===== config.mk =====
export PLATFORM = sky130hd
export DESIGN_NAME = coin_credit_unit_flat
export DESIGN_NICKNAME = d
export VERILOG_FILES = /design/src/rtl/coin_credit_unit_if.sv /design/src/rtl/coin_credit_unit.sv /design/src/flat_wrapper.sv
export SDC_FILE = /design/constraint.sdc
export NUM_CORES = 1
export LEC_CHECK = 0
export CORE_UTILIZATION = 40
export DETAILED_ROUTE_END_ITERATION = 12
export GPL_TIMING_DRIVEN = 0
export PLACE_DENSITY = 0.66
export SETUP_SLACK_MARGIN = 0.05
export SKIP_CTS_REPAIR_TIMING = 1
export SLEW_MARGIN = 40
export SYNTH_ARGS = -nofsm -noshare
export SYNTH_HDL_FRONTEND = slang
export SYNTH_SLANG_ARGS = --single-unit

===== constraint.sdc =====
create_clock -name clk -period 4.49 [get_ports clk]
set_input_delay 1.1225 -clock clk [delete_from_list [all_inputs] [get_ports clk]]
set_output_delay 1.1225 -clock clk [all_outputs]
set_load 0.05 [all_outputs]

===== src/rtl/coin_credit_unit_if.sv =====
// Purchase transaction bus between the coin front-end and Main.
// master = coin front-end, slave = Main.
interface coin_credit_unit_if;
  logic [1:0] mode;
  logic [6:0] customer_money;
  logic [2:0] supply_type;
  logic [3:0] customer_amount;
  logic       txn_valid;
  logic       main_done;
  logic [6:0] main_error;
  logic [6:0] main_change;

  modport master (
    output mode,
    output customer_money,
    output supply_type,
    output customer_amount,
    output txn_valid,
    input  main_done,
    input  main_error,
    input  main_change
  );

  modport slave (
    input  mode,
    input  customer_money,
    input  supply_type,
    input  customer_amount,
    input  txn_valid,
    output main_done,
    output main_error,
    output main_change
  );
endinterface


===== src/rtl/coin_credit_unit.sv =====
// Coin credit front-end: collects coins, issues one purchase to Main, refunds.
// Optional COLLECT inactivity auto-refund: define COIN_INACTIVITY_TIMEOUT_EN.
module coin_credit_unit #(
  parameter int MAX_CREDIT   = 100,
  parameter int WAIT_TIMEOUT = 15,
  parameter int IDLE_TIMEOUT = 63
) (
  input  logic       clk,
  input  logic       rst_n,
  input  logic       coin_valid_i,
  input  logic [1:0] coin_type_i,
  input  logic       sel_valid_i,
  input  logic [2:0] sel_type_i,
  input  logic [3:0] sel_amount_i,
  input  logic       cancel_i,
  coin_credit_unit_if.master main_if,
  output logic [6:0] credit_o,
  output logic       coin_reject_o,
  output logic       refund_valid_o,
  output logic [6:0] refund_amount_o,
  output logic       busy_o
);

  typedef enum logic [2:0] {
    S_IDLE,
    S_COLLECT,
    S_ISSUE,
    S_WAIT,
    S_REFUND
  } state_e;

  state_e     state_q;
  logic [6:0] credit_q;
  logic [6:0] money_q;
  logic [2:0] type_q;
  logic [3:0] amount_q;
  logic [1:0] mode_q;
  logic       txn_valid_q;
  logic       coin_reject_q;
  logic       refund_valid_q;
  logic [6:0] refund_amount_q;
  logic       busy_q;
  logic [7:0] wait_cnt_q;

  logic [3:0] coin_val;
  logic [7:0] credit_d;
  logic       coin_ok;
  logic [6:0] change_clamped;
  logic       idle_to;

  always_comb begin
    coin_val = 4'd0;
    unique case (coin_type_i)
      2'b00: coin_val = 4'd1;
      2'b01: coin_val = 4'd2;
      2'b10: coin_val = 4'd5;
      2'b11: coin_val = 4'd10;
    endcase
  end

  // 8-bit sum so a near-full credit can never wrap past the limit
  assign credit_d = {1'b0, credit_q} + {4'b0, coin_val};
  assign coin_ok  = credit_d <= 8'(MAX_CREDIT);

  assign change_clamped =
    (main_if.main_change > money_q) ? money_q : main_if.main_change;

`ifdef COIN_INACTIVITY_TIMEOUT_EN
  logic [7:0] idle_cnt_q;

  always_ff @(posedge clk or negedge rst_n) begin
    if (!rst_n) begin
      idle_cnt_q <= 8'd0;
    end else if (state_q != S_COLLECT ||
                 coin_valid_i || sel_valid_i) begin
      idle_cnt_q <= 8'd0;
    end else begin
      idle_cnt_q <= idle_cnt_q + 8'd1;
    end
  end

  assign idle_to = (state_q == S_COLLECT) &&
                   !coin_valid_i && !sel_valid_i &&
                   (idle_cnt_q == 8'(IDLE_TIMEOUT - 1));
`else
  // no counter: COLLECT holds until the customer acts
  assign idle_to = (IDLE_TIMEOUT < 0);
`endif

  always_ff @(posedge clk or negedge rst_n) begin
    if (!rst_n) begin
      state_q         <= S_IDLE;
      credit_q        <= 7'd0;
      money_q         <= 7'd0;
      type_q          <= 3'd0;
      amount_q        <= 4'd0;
      mode_q          <= 2'b00;
      txn_valid_q     <= 1'b0;
      coin_reject_q   <= 1'b0;
      refund_valid_q  <= 1'b0;
      refund_amount_q <= 7'd0;
      busy_q          <= 1'b0;
      wait_cnt_q      <= 8'd0;
    end else begin
      coin_reject_q <= 1'b0;
      unique case (state_q)
        S_IDLE: begin
          if (coin_valid_i) begin
            if (coin_ok) begin
              credit_q <= credit_d[6:0];
              state_q  <= S_COLLECT;
            end else begin
              coin_reject_q <= 1'b1;
            end
          end
        end

        S_COLLECT: begin
          priority case (1'b1)
            cancel_i || idle_to: begin
              refund_amount_q <= credit_q;
              refund_valid_q  <= 1'b1;
              busy_q          <= 1'b1;
              coin_reject_q   <= coin_valid_i;
              state_q         <= S_REFUND;
            end
            sel_valid_i: begin
              money_q       <= credit_q;
              type_q        <= sel_type_i;
              amount_q      <= sel_amount_i;
              txn_valid_q   <= 1'b1;
              mode_q        <= 2'b01;
              busy_q        <= 1'b1;
              coin_reject_q <= coin_valid_i;
              state_q       <= S_ISSUE;
            end
            coin_valid_i: begin
              if (coin_ok) begin
                credit_q <= credit_d[6:0];
              end else begin
                coin_reject_q <= 1'b1;
              end
            end
            default: ;
          endcase
        end

        S_ISSUE: begin
          txn_valid_q <= 1'b0;
          mode_q      <= 2'b00;
          wait_cnt_q  <= 8'd0;
          state_q     <= S_WAIT;
        end

        S_WAIT: begin
          coin_reject_q <= coin_valid_i;
          if (main_if.main_done) begin
            refund_amount_q <= (main_if.main_error == 7'd0) ?
                               change_clamped : money_q;
            refund_valid_q  <= 1'b1;
            state_q         <= S_REFUND;
          end else if (wait_cnt_q == 8'(WAIT_TIMEOUT - 1)) begin
            refund_amount_q <= money_q;
            refund_valid_q  <= 1'b1;
            state_q         <= S_REFUND;
          end else begin
            wait_cnt_q <= wait_cnt_q + 8'd1;
          end
        end

        S_REFUND: begin
          refund_valid_q  <= 1'b0;
          refund_amount_q <= 7'd0;
          credit_q        <= 7'd0;
          money_q         <= 7'd0;
          type_q          <= 3'd0;
          amount_q        <= 4'd0;
          busy_q          <= 1'b0;
          state_q         <= S_IDLE;
        end

        default: state_q <= S_IDLE;
      endcase
    end
  end

  assign main_if.mode            = mode_q;
  assign main_if.customer_money  = money_q;
  assign main_if.supply_type     = type_q;
  assign main_if.customer_amount = amount_q;
  assign main_if.txn_valid       = txn_valid_q;

  assign credit_o        = credit_q;
  assign coin_reject_o   = coin_reject_q;
  assign refund_valid_o  = refund_valid_q;
  assign refund_amount_o = refund_amount_q;
  assign busy_o          = busy_q;

endmodule


===== src/flat_wrapper.sv =====
// flat-port wrapper written by rule: the top's interface ports become plain ports
module coin_credit_unit_flat 
#(
  parameter int MAX_CREDIT   = 100,
  parameter int WAIT_TIMEOUT = 15,
  parameter int IDLE_TIMEOUT = 63
)
  (clk, rst_n, coin_valid_i, coin_type_i, sel_valid_i, sel_type_i, sel_amount_i, cancel_i, credit_o, coin_reject_o, refund_valid_o, refund_amount_o, busy_o, main_if_mode, main_if_customer_money, main_if_supply_type, main_if_customer_amount, main_if_txn_valid, main_if_main_done, main_if_main_error, main_if_main_change);
  coin_credit_unit_if main_if_i ();
  input  logic clk;
  input  logic rst_n;
  input  logic coin_valid_i;
  input  logic [1:0] coin_type_i;
  input  logic sel_valid_i;
  input  logic [2:0] sel_type_i;
  input  logic [3:0] sel_amount_i;
  input  logic cancel_i;
  output logic [6:0] credit_o;
  output logic coin_reject_o;
  output logic refund_valid_o;
  output logic [6:0] refund_amount_o;
  output logic busy_o;
  output wire logic [$bits(main_if_i.mode)-1:0] main_if_mode;
  output wire logic [$bits(main_if_i.customer_money)-1:0] main_if_customer_money;
  output wire logic [$bits(main_if_i.supply_type)-1:0] main_if_supply_type;
  output wire logic [$bits(main_if_i.customer_amount)-1:0] main_if_customer_amount;
  output wire logic [$bits(main_if_i.txn_valid)-1:0] main_if_txn_valid;
  input wire logic [$bits(main_if_i.main_done)-1:0] main_if_main_done;
  input wire logic [$bits(main_if_i.main_error)-1:0] main_if_main_error;
  input wire logic [$bits(main_if_i.main_change)-1:0] main_if_main_change;
  assign main_if_mode = main_if_i.mode;
  assign main_if_customer_money = main_if_i.customer_money;
  assign main_if_supply_type = main_if_i.supply_type;
  assign main_if_customer_amount = main_if_i.customer_amount;
  assign main_if_txn_valid = main_if_i.txn_valid;
  assign main_if_i.main_done = main_if_main_done;
  assign main_if_i.main_error = main_if_main_error;
  assign main_if_i.main_change = main_if_main_change;
  coin_credit_unit #(.MAX_CREDIT(MAX_CREDIT), .WAIT_TIMEOUT(WAIT_TIMEOUT), .IDLE_TIMEOUT(IDLE_TIMEOUT)) u_core (.clk(clk), .rst_n(rst_n), .coin_valid_i(coin_valid_i), .coin_type_i(coin_type_i), .sel_valid_i(sel_valid_i), .sel_type_i(sel_type_i), .sel_amount_i(sel_amount_i), .cancel_i(cancel_i), .main_if(main_if_i), .credit_o(credit_o), .coin_reject_o(coin_reject_o), .refund_valid_o(refund_valid_o), .refund_amount_o(refund_amount_o), .busy_o(busy_o));
endmodule

# Yosys cells after proc, flatten, opt, wreduce, memory -nomap -nowiden
# Index checks and enable logic that the tools add are counted.
# op_classes
addsub,2
order_cmp,2
eq_ne,18
n_mux,48
reduce_logical,15
# ops
cell,count
two-way mux 7 bit,11
one-hot mux 7 bit (3 select lines),2
two-way mux 3 bit,8
two-way mux 8 bit,2
one-hot mux 4 bit (4 select lines),1
one-hot mux 8 bit (2 select lines),1
AND reduction 3 bit,5
inequality test 2 bit (second input constant),7
one-hot mux 7 bit (2 select lines),1
one-hot mux 3 bit (4 select lines),1
two-way mux 1 bit,10
adder 7 x 4 -> 8 bit,1
adder 8 x 1 -> 8 bit (second input constant),1
equality test 8 x 4 -> 1 bit (second input constant),1
less-or-equal comparator 8 x 7 -> 1 bit (second input constant),1
two-way mux 4 bit,2
one-hot mux 4 bit (2 select lines),1
> comparator 7 bit,1
zero test 7 bit,1
equality test 3 x 2 -> 1 bit (second input constant),2
one-hot mux 1 bit (3 select lines),2
one-hot mux 3 bit (2 select lines),1
nonzero test 2 bit,3
nonzero test 3 bit,2
other kinds (14),17
# word_totals
reg_bits,45
input_bits,29
output_inout_bits,34
elab_cells,97

# Longest topological paths before layout
# depth
word_depth,9
ltp_mapped,10
depth_no_buf,10

# Worst setup path before layout
# No wires, ideal clock.
# synth_timing
path_type,input -> register
from,input port coin_type_i[0]
to,register u_core.state_q[0]
setup_ns,0.096
arrival_ns,2.877
required_time_ns,4.394
slack_ns,1.518
path_stages,10
path_buffers,0
cell_sequence,inv_1 > ha_1 > inv_1 > fa_1 > and4bb_1 > nand3_1 > and3_1 > a21boi_1 > o22a_1 > o32ai_2
# synth_between
elab_chain_len,6
elab_cells_between_ends,9
classes_between,1 x add/sub; 1 x order compare; 4 x eq/ne; 1 x mux; 2 x reduce/logical
# synth_lines
item,line,text
start: declaration,flat_wrapper.sv:13,input logic [1:0] coin_type_i;
equality test 2 bit (tied with other cells),coin_credit_unit.sv:53,unique case (coin_type_i)
one-hot mux 4 bit (4 select lines) (*),coin_credit_unit.sv:53,
adder 7 x 4 -> 8 bit (*),coin_credit_unit.sv:62,"assign credit_d = {1'b0, credit_q} + {4'b0, coin_val};"
less-or-equal comparator 8 x 7 -> 1 bit (*),coin_credit_unit.sv:63,assign coin_ok = credit_d <= 8'(MAX_CREDIT);
inequality test 2 x 1 -> 1 bit (no line) (*),--,
AND reduction 4 bit (no line) (*),--,
end signal: assignment,coin_credit_unit.sv:92,state_q <= S_IDLE;
end signal: assignment,coin_credit_unit.sv:111,state_q <= S_COLLECT;
end signal: assignment,coin_credit_unit.sv:125,state_q <= S_REFUND;
end: declaration,coin_credit_unit.sv:32,state_e state_q;
# Mark *: on every way between the ends. The rest lies on a longest branch, timed or not.
# A chain may end at the register's enable or synchronous reset.

# Worst setup path in the final report
# Ends and elaborated chain as after synthesis.

==> impl_metrics.tcl <==
set metrics [dict create \
    slowest_delay_ns 0.47 \
    ios 63 \
    chipWidth_um 85.0 \
    cts_root_buf "clkbuf_8" \
    grt.total_usage 0.216 \
    hold_path_class "reg2reg" \
    synth-xor-area-share 0.0345 \
    drt-total-wl_um 7120 \
    drcViolationCount 0 \
    syn_inst 307 \
    die_h_um 85.0 \
    grt.busiest_layer "met2" \
    cts.sinks 43 \
    worstPathRequired_ns 4.70 \
    synth_top_family_by_area "simple AND/OR/NAND/NOR gates" \
    viasPerCell 5.58 \
    grtUsageMet1 0.287 \
    p_switching_mw 1.23 \
    p_per_area_mw_per_mm2 683 \
    ys.flop_type "dfrtp_1" \
    final_common_cell "clkdlybuf4s50_1" \
    synthAdderAreaFrac 0.0663 \
    grt_max_degree 32 \
    synth_compound_area_frac 0.223 \
    grtUsageMet2 0.358 \
    final_hold_viol_count 0 \
    start_util 0.424 \
    clock_power_share 0.129 \
    crit_type "in2reg" \
    skew_ns 0.00490 \
    cp.arrival_ns 3.60 \
    cpMaxStageDelayCell "clkdlybuf4s50_1" \
    crit_chain "clkdlybuf4s50_1, inv_1, ha_1, inv_1, fa_1, and4bb_1, nand3_1, and3_1, a21boi_1, o22a_1, o32ai_2" \
    use_met3 0.0457 \
    dp_hpwl_um 5470 \
    yosys.area_share.simple 0.225 \
    endpoint_kind "flip-flop" \
    fin_crit_ns 3.39 \
    crit_fanout 5 \
    synth-async-reset-ratio 1.00 \
    antenna_found_initial 0 \
    fmax_mhz 295 \
    core-area_mm2 0.00649 \
    final-setup-viol-count 0 \
    wl_per_cell_um 15.7 \
    layout_common_cells "clkdlybuf4s50_1, dfrtp_1, nand2_1" \
    relSlewSlack 0.555 \
    dr.pass1.iters 4 \
    grt_first_pass_wirelength_um 12500 \
    ir_worst_vdd_mv 0.430 \
    cts_tree "yes" \
    syn_to_final_growth_pct 30.9 \
    power_mw 2.46 \
    fillCellCount 600 \
    grt-ovfl-total 0 \
    maxSlewViolCount 0 \
    final_nets 419 \
    insertion_delay_ns 0.30 \
    port_buffers 61 \
    ys_seq_area_frac 0.390 \
    syn_area_per_cell_um2 8.98 \
    power.static_leakage_nw 1.57 \
    first_iter_violations 125 \
    place.gp.congestion 0.782 \
    internal_power_mw 1.24 \
    syn-cell-area_mm2 0.00276 \
    rsz0062_at_grt "no" \
    core.rowCount 29 \
    crit_path_start_kind "primary input" \
    htree_num_levels 2 \
    synthesis.nets 350 \
    combPwrFrac 0.600 \
    grt_pass1_vias 2601 \
    ant_nets 0 \
    yosys_warnings 0 \
    vias 2532 \
    path_clk_slew_ns 0.08 \
    cts_made_buffers 5 \
    layout-drive-gt1-share 0.0981 \
    synth.distinct_cells 58 \
    netSwitchingFraction 0.498 \
    power_frac_seq 0.270 \
    outcome "finished clean" \
    worst_pin_slew_ns 0.663 \
    fin_setup_tns_ns 0 \
    synth.area.mux_share 0 \
    maxCapViolCount 0 \
    synth_enable_flop_cells 0 \
    dieArea_mm2 0.00723 \
    ys_ff_latch 43 \
    cpMostUsedCell "inv_1" \
    antenna_cells 0 \
    clockBufferDepth 2 \
    fin_crit_sh 0.754 \
]
## routing by layer
layer | routed length (µm) | vias up
met4 | 78 | 0
met1 | 3200 | 1208
li1 | - | 1238
met2 | 3440 | 77
met5 | 0 | -
met3 | 400 | 9
## area by class of cell
type | count | area, µm² | area share
inverters | 19 | 71.3 | 0.0198
clock buffers | 6 | 82.6 | 0.0229
multi-input cells | 228 | 1530 | 0.423
repair buffers | 62 | 628 | 0.174
plain buffers | 17 | 92.6 | 0.0257
flip-flops and latches | 43 | 1080 | 0.298
clock inverters | 2 | 35.0 | 0.00971
well taps | 77 | 96.3 | 0.0267
## flip-flops by register name, summed over array words and instances, names as in the netlist
name                            count
u_core.wait_cnt_q                   8
u_core.busy_o                       1
u_core.main_if.supply_type          3
u_core.refund_amount_o              7
u_core.main_if.customer_money       7
u_core.main_if.customer_amount      4
u_core.credit_o                     7
u_core.state_q                      3
u_core.refund_valid_o               1
u_core.main_if.mode                 1
u_core.coin_reject_o                1
## stage by stage
step           area [µm²]  setup slack (ns)  std cells  hold slack (ns)   util
2_1_floorplan        2760              1.52        307            0.495      -
3_3_place_gp         3460             0.845        445            0.465  0.533
5_1_grt              3610             0.884        454            0.530  0.556
6_report             3610              1.10        454            0.496  0.556
4_1_cts              3600              1.10        454            0.492  0.555
3_5_place_dp         3490             0.808        446            0.472  0.537
## worst paths after layout
check / start / to / slack, ns / depth (start not counted)
worst min-delay path: u_core.refund_valid_o / u_core.refund_valid_o / 0.50 / 1
worst max-delay path: coin_type_i[0] / u_core.state_q[0] / 1.10 / 11
worst max register to register: u_core.credit_o[0] / u_core.state_q[0] / 2.03 / 9
max in group asynchronous: rst_n / u_core.main_if.customer_money[3] / 3.42 / 2
min in group asynchronous: rst_n / u_core.state_q[1] / 0.66 / 1
worst min register to register: u_core.refund_valid_o / u_core.refund_valid_o / 0.50 / 1
## cell usage after synthesis, types with 8 or more instances
cell,instances,area share
nand2_1,33,0.045
o21ai_0,13,0.024
ha_1,13,0.059
o21a_1,10,0.027
dfrtp_1,43,0.39
nor2_1,19,0.026
o211ai_1,9,0.025
inv_1,19,0.026
nand3_1,24,0.044
a21oi_1,10,0.018
clkbuf_1,8,0.011
nand4_1,9,0.020
## cell families (layout without fill, tap and decap cells)
kind of cell               count (synthesis)  count (layout)
and+or+nand+nor                          121             121
buffers and inverters                     36             106
AOI/OAI and AO/OA                         82              82
adders and majority gates                 14              14
xor gates and xnor gates                  10              10
other                                      1               1
DFF                                       43              43
## worst max-delay path: cells and delay by family
family          cells  cell delay, ns
simple gates        3            0.65
buf+inv             3            0.62
fa+ha+maj           2            0.60
compound gates      3            0.60
## power groups by stage
| stage | combinational, mW | sequential [mW] | clock (mW) |
|---|---|---|---|
| 2_1_floorplan | 0.637 | 1.04 | 0 |
| 6_report | 1.48 | 0.666 | 0.319 |
| 5_1_grt | 1.60 | 0.687 | 0.337 |
| 3_3_place_gp | 1.46 | 0.669 | 0 |
| 3_5_place_dp | 1.48 | 0.671 | 0 |
| 4_1_cts | 1.49 | 0.667 | 0.324 |
Note: power is estimated with default switching activity, not from simulation.
